$ cat config.mk
export PLATFORM = sky130hd
export DESIGN_NAME = dice_roll_ctrl
export DESIGN_NICKNAME = d
export VERILOG_FILES = /design/src/rtl/dice_roll_ctrl.sv
export SDC_FILE = /design/constraint.sdc
export NUM_CORES = 1
export LEC_CHECK = 0
export ABC_CLOCK_PERIOD_IN_PS = 2500
export CAP_MARGIN = 20
export CORE_UTILIZATION = 56
export DETAILED_ROUTE_END_ITERATION = 8
export PLACE_DENSITY = 0.72
export SLEW_MARGIN = 10
export SYNTH_ARGS = -nofsm -noshare
export SYNTH_HDL_FRONTEND = slang
export SYNTH_SLANG_ARGS = --single-unit
$ cat constraint.sdc
create_clock -name CLK -period 2.5 [get_ports CLK]
set_input_delay 0.5 -clock CLK [delete_from_list [all_inputs] [get_ports CLK]]
set_output_delay 0.5 -clock CLK [all_outputs]
set_load 0.005 [all_outputs]
$ cat src/rtl/dice_roll_ctrl.sv
// dice_roll_ctrl: START-triggered dice roll with fast/decelerating animation and pip decode
`timescale 1ns/1ps
module dice_roll_ctrl #(
  parameter int FAST_DIV   = 2500000,
  parameter int FAST_STEPS = 20,
  parameter int SLOW_STEPS = 5,
  parameter int CNT_W      = 32
) (
  input  logic       CLK,
  input  logic       RST,
  input  logic       START,
  output logic [6:0] LED,
  output logic [2:0] FACE,
  output logic       BUSY,
  output logic       DONE
);
  localparam int SW = $clog2(FAST_STEPS + 16);
  localparam int LW = $clog2(SLOW_STEPS + 1);
  typedef enum logic [1:0] {IDLE, ROLL, SLOW} state_t;
  state_t state_q, state_d;
  logic [7:0] lfsr_q, lfsr_d;
  logic [CNT_W-1:0] tick_q, tick_d, intv_q, intv_d;
  logic [SW-1:0] steps_q, steps_d;
  logic [LW-1:0] slow_q, slow_d;
  logic [2:0] face_q, face_d, face_nx;
  logic [6:0] led_q, led_d;
  logic done_q, done_d;
  logic tick;
  function automatic logic [6:0] pips(input logic [2:0] f);
    case (f)
      3'd1:    return 7'b0001000;
      3'd2:    return 7'b1000001;
      3'd3:    return 7'b1001001;
      3'd4:    return 7'b1010101;
      3'd5:    return 7'b1011101;
      3'd6:    return 7'b1110111;
      default: return 7'b0000000;
    endcase
  endfunction
  // next-state: free-running LFSR, interval countdown, face advance on each tick
  always_comb begin
    lfsr_d  = {lfsr_q[6:0], lfsr_q[7] ^ lfsr_q[5] ^ lfsr_q[4] ^ lfsr_q[3]};
    state_d = state_q;
    tick_d  = tick_q;
    intv_d  = intv_q;
    steps_d = steps_q;
    slow_d  = slow_q;
    face_d  = face_q;
    led_d   = led_q;
    done_d  = 1'b0;
    tick    = tick_q == '0;
    face_nx = face_q == 3'd6 ? 3'd1 : face_q + 3'd1;
    case (state_q)
      IDLE: if (START) begin
        state_d = ROLL;
        tick_d  = CNT_W'(FAST_DIV - 1);
        steps_d = SW'(FAST_STEPS) + SW'(lfsr_q[3:0]);
        intv_d  = CNT_W'(FAST_DIV);
      end
      ROLL: if (!tick) tick_d = tick_q - 1'b1;
      else begin
        face_d  = face_nx;
        led_d   = pips(face_nx);
        steps_d = steps_q - 1'b1;
        tick_d  = intv_q - 1'b1;
        if (steps_q == SW'(1)) begin
          state_d = SLOW;
          intv_d  = CNT_W'(2 * FAST_DIV);
          tick_d  = CNT_W'(2 * FAST_DIV - 1);
          slow_d  = LW'(SLOW_STEPS);
        end
      end
      SLOW: if (!tick) tick_d = tick_q - 1'b1;
      else begin
        face_d = face_nx;
        led_d  = pips(face_nx);
        intv_d = {intv_q[CNT_W-2:0], 1'b0};
        tick_d = {intv_q[CNT_W-2:0], 1'b0} - 1'b1;
        slow_d = slow_q - 1'b1;
        if (slow_q == LW'(1)) begin
          state_d = IDLE;
          done_d  = 1'b1;
        end
      end
      default: state_d = IDLE;
    endcase
  end
  // state registers; reset aborts any roll and blanks the display
  always_ff @(posedge CLK or negedge RST) begin
    if (!RST) begin
      state_q <= IDLE;
      lfsr_q  <= 8'h01;
      tick_q  <= '0;
      intv_q  <= '0;
      steps_q <= '0;
      slow_q  <= '0;
      face_q  <= 3'd1;
      led_q   <= 7'b0000000;
      done_q  <= 1'b0;
    end else begin
      state_q <= state_d;
      lfsr_q  <= lfsr_d;
      tick_q  <= tick_d;
      intv_q  <= intv_d;
      steps_q <= steps_d;
      slow_q  <= slow_d;
      face_q  <= face_d;
      led_q   <= led_d;
      done_q  <= done_d;
    end
  end
  assign LED  = led_q;
  assign FACE = face_q;
  assign BUSY = state_q != IDLE;
  assign DONE = done_q;
endmodule

==> results.json <==
{
  "grt_pass1_wl_mm": 26.0,
  "worstPathMaxFanout": 5,
  "crit_chain": "inv_2, ha_4, or4b_4, or3_4, buf_8, or4b_4, buf_6, o21ai_4, a31oi_2",
  "start_util": 0.582,
  "synth-edff-count": 0,
  "seq_area_sq_um": 2150,
  "final_nets": 770,
  "arrival_ns": 3.01,
  "slowest_stage": "or4b_4",
  "rsz0062_at_grt": "yes",
  "first_global_vias": 5107,
  "ys_ff_latch": 86,
  "antenna_found_initial": 1,
  "place_hpwl_mm": 11.4,
  "r2r-start": "tick_q[0]",
  "crit_path_end": "tick_q[8]",
  "drtAntennaViolNets": 0,
  "vias": 5680,
  "h-tree-depth": 3,
  "die_y_um": 100,
  "grt_start_max_net_pins": 49,
  "ios": 15,
  "placed_cell_area_sq_um": 6330,
  "numCtsBuffers": 9,
  "synthFlopType": "dfrtp_1",
  "place.gp.congestion": 0.935,
  "routed-wl-met2_mm": 8.33,
  "antenna_cells": 0,
  "syn_inst": 650,
  "multi_input_area_sq_um": 3580,
  "r2r_end": "tick_q[8]",
  "run_status": "finished with violations",
  "postSynthAreaPerCell_sq_um": 8.35,
  "clock-root-buffer": "clkbuf_8",
  "drt-vias-per-instance": 6.39,
  "ctsHoldBuffers": 0,
  "slew_violations": 0,
  "syn_to_final_growth_pct": 36.0,
  "top_layer": "met4",
  "end_kind": "flip-flop",
  "setup_viol": 70,
  "met3_length_mm": 1.38,
  "clock.fmax_mhz": 362,
  "p_leak_nw": 3.17,
  "core_area_sq_um": 9330,
  "netlist_area_sq_um": 5430,
  "row_count": 35,
  "worst_ir_drop_vdd_mv": 0.317,
  "hp-class": "in -> async",
  "grt_overflow": 0,
  "clock-sinks": 86,
  "yosysSeqAreaShare": 0.397,
  "cap_viol_max_count": 0,
  "synthArstFlopShare": 1.00,
  "die_w_um": 100,
  "period_needed_ns": 2.76,
  "powerDensity_nw_per_um2": 339,
  "crit_required_ns": 2.75,
  "worst_path_most_repeated_cell": "or4b_4",
  "clk_latency_ns": 0.38,
  "crit_start": "tick_q[0]",
  "route.detailed.drc": 0,
  "fillers": 599,
  "io_buffers": 14,
  "r2r_slack_ns": -0.26,
  "critPathLaunchType": "flip-flop",
  "synth_fp_nets": 665,
  "first_pass_iters": 5,
  "fin_util": 0.791,
  "final-hold-violation-count": 0,
  "clockBufferDepth": 2,
  "dp_slack_ns": -0.265,
  "drive_gt1_frac": 0.326,
  "worst-setup-path-type": "reg -> reg",
  "track_usage": 0.337,
  "slowest_delay_ns": 0.58,
  "ys.warnings.count": 0,
  "tightest_slew_ns": 0.826,
  "wl_per_cell_um": 19.8,
  "clk_pin_slew_ns": 0.10,
  "dp.cells": 848,
  "fp.dieArea_sq_um": 10100,
  "m1WireLength_mm": 7.29,
  "synth_cell_types": 68,
  "max-slew-margin-rel": 0.448,
  "finalCritPeriodShare": 1.11,
  "fin_area_sq_um": 7380,
  "dr.first_iter.drc_count": 588,
  "layout.cells.non_filler": 889,
  "cts_tree": "done",
  "rr_worst_depth": 9,
  "routed_wl_mm": 17.6,
  "fin_worst_skew_ns": 0.0132,
  "violations": "setup timing",
  "setup_ws_ns": -0.265
}
## cells in the mapped netlist, drive strengths merged, types with 9 or more instances
cell type  number  area [sq um]
buf            14          83.8
a31oi          11          68.8
clkbuf         26          98.8
xor2           18           158
nor3           27           135
dfrtp          84          2100
nand2          80           303
a21oi          37           185
nand3          24           120
inv            16          60.1
o21ai          79           395
ha             12           150
nor4           14           109
or4            12          90.1
xnor2          16           140
or3             9          61.3
nor2           56           210
## critical path, delay by kind of cell, from the launching register on
kind	cells	cell delay [ns]
fa+ha+maj	1	0.13
compound gates	2	0.24
flops	1	0.41
buf+inv	3	0.39
simple gates	3	1.47
## report_power, final
part           switching [mW]  internal (mW)  leakage, nW
sequential                  0           1.39         1.13
combinational          0.0272        0.00578         1.93
clock                   0.552          0.528        0.111
## cell families (layout without fill, tap and decap cells)
group / Yosys count / count (layout) / share of synthesized area
AO/OA/AOI/OAI: 194 / 195 / 0.220
XOR/XNOR: 34 / 34 / 0.0549
adder cells (fa/ha/maj): 12 / 12 / 0.0277
buffers and inverters: 56 / 164 / 0.0447
flip-flops: 86 / 86 / 0.397
multiplexers: 6 / 6 / 0.0120
AND/OR/NAND/NOR: 262 / 263 / 0.244
## cell type report
class / instances / area share
Timing Repair Buffer: 132 / 0.164
Multi-Input combinational cell: 510 / 0.485
Clock inverter: 5 / 0.00881
Sequential cell: 86 / 0.292
Tap cell: 129 / 0.0219
Clock buffer: 11 / 0.0205
Inverter: 16 / 0.00814
## sequential cells by signal (all words and copies together), names as in the netlist
| signal | cells |
|---|---|
| intv_q | 27 |
| state_q | 2 |
| DONE | 1 |
| FACE | 3 |
| lfsr_q | 8 |
| steps_q | 6 |
| LED | 4 |
| tick_q | 32 |
| slow_q | 3 |
## how the worst min path moves through the flow
stage / end / startpoint / slack (ns) / cells past startpoint
3_5_place_dp: lfsr_q[7] / lfsr_q[6] / 0.34 / 0
6_report: LED[0] / RST / 0.09 / 1
4_1_cts: LED[0] / RST / 0.12 / 1
2_1_floorplan: DONE / RST / 0.20 / 0
3_3_place_gp: lfsr_q[7] / lfsr_q[6] / 0.34 / 0
5_1_grt: LED[0] / RST / 0.12 / 1
## per-stage QoR
| stage | power, mW | TNS (ns) | hold slack, ns |
|---|---|---|---|
| after global placement | 1.45 | -6.86 | 0.344 |
| after floorplan | 1.42 | -4.44 | 0.204 |
| after global routing | 2.58 | -16.47 | 0.120 |
| after detailed placement | 1.45 | -4.30 | 0.345 |
| final | 2.50 | -11.51 | 0.0888 |
| after CTS | 2.52 | -7.46 | 0.116 |
## layer usage
layer | track usage | up-vias
met5 | 0 | -
met4 | 0.129 | 0
met3 | 0.0735 | 67
met2 | 0.526 | 267
met1 | 0.459 | 2760
li1 | - | 2586
## repair_timing
item	4_1_cts	5_1_grt
cloned	2	7
endpoints found under the setup margin	65	74
resized for setup	39	117
buffers inserted	9	7
pin swaps	25	44
## cells in the final DEF (no fill, tap or decap), types with 5 or more instances in the layout
| master | n |
|---|---|
| xnor2_1 | 15 |
| inv_1 | 14 |
| o21ai_1 | 35 |
| nand2_1 | 58 |
| a22o_1 | 6 |
| clkbuf_8 | 11 |
| buf_4 | 91 |
| nor4_1 | 10 |
| nand2_2 | 17 |
| a21oi_1 | 27 |
| a31oi_1 | 7 |
| a22oi_1 | 7 |
| o31ai_1 | 6 |
| nor3_1 | 23 |
| o21ai_2 | 15 |
| o21ai_0 | 25 |
| a21oi_2 | 10 |
| or3_1 | 6 |
| clkdlybuf4s50_1 | 13 |
| o211ai_1 | 7 |
| or4_1 | 10 |
| nor2_1 | 50 |
| xor2_1 | 18 |
| dfrtp_1 | 84 |
| nand3_1 | 20 |
| nand4_1 | 7 |
| buf_6 | 19 |
| nand3b_1 | 5 |
| a21o_1 | 6 |
| ha_1 | 11 |
| nand2b_1 | 7 |
(Power assumes the default switching activity.)
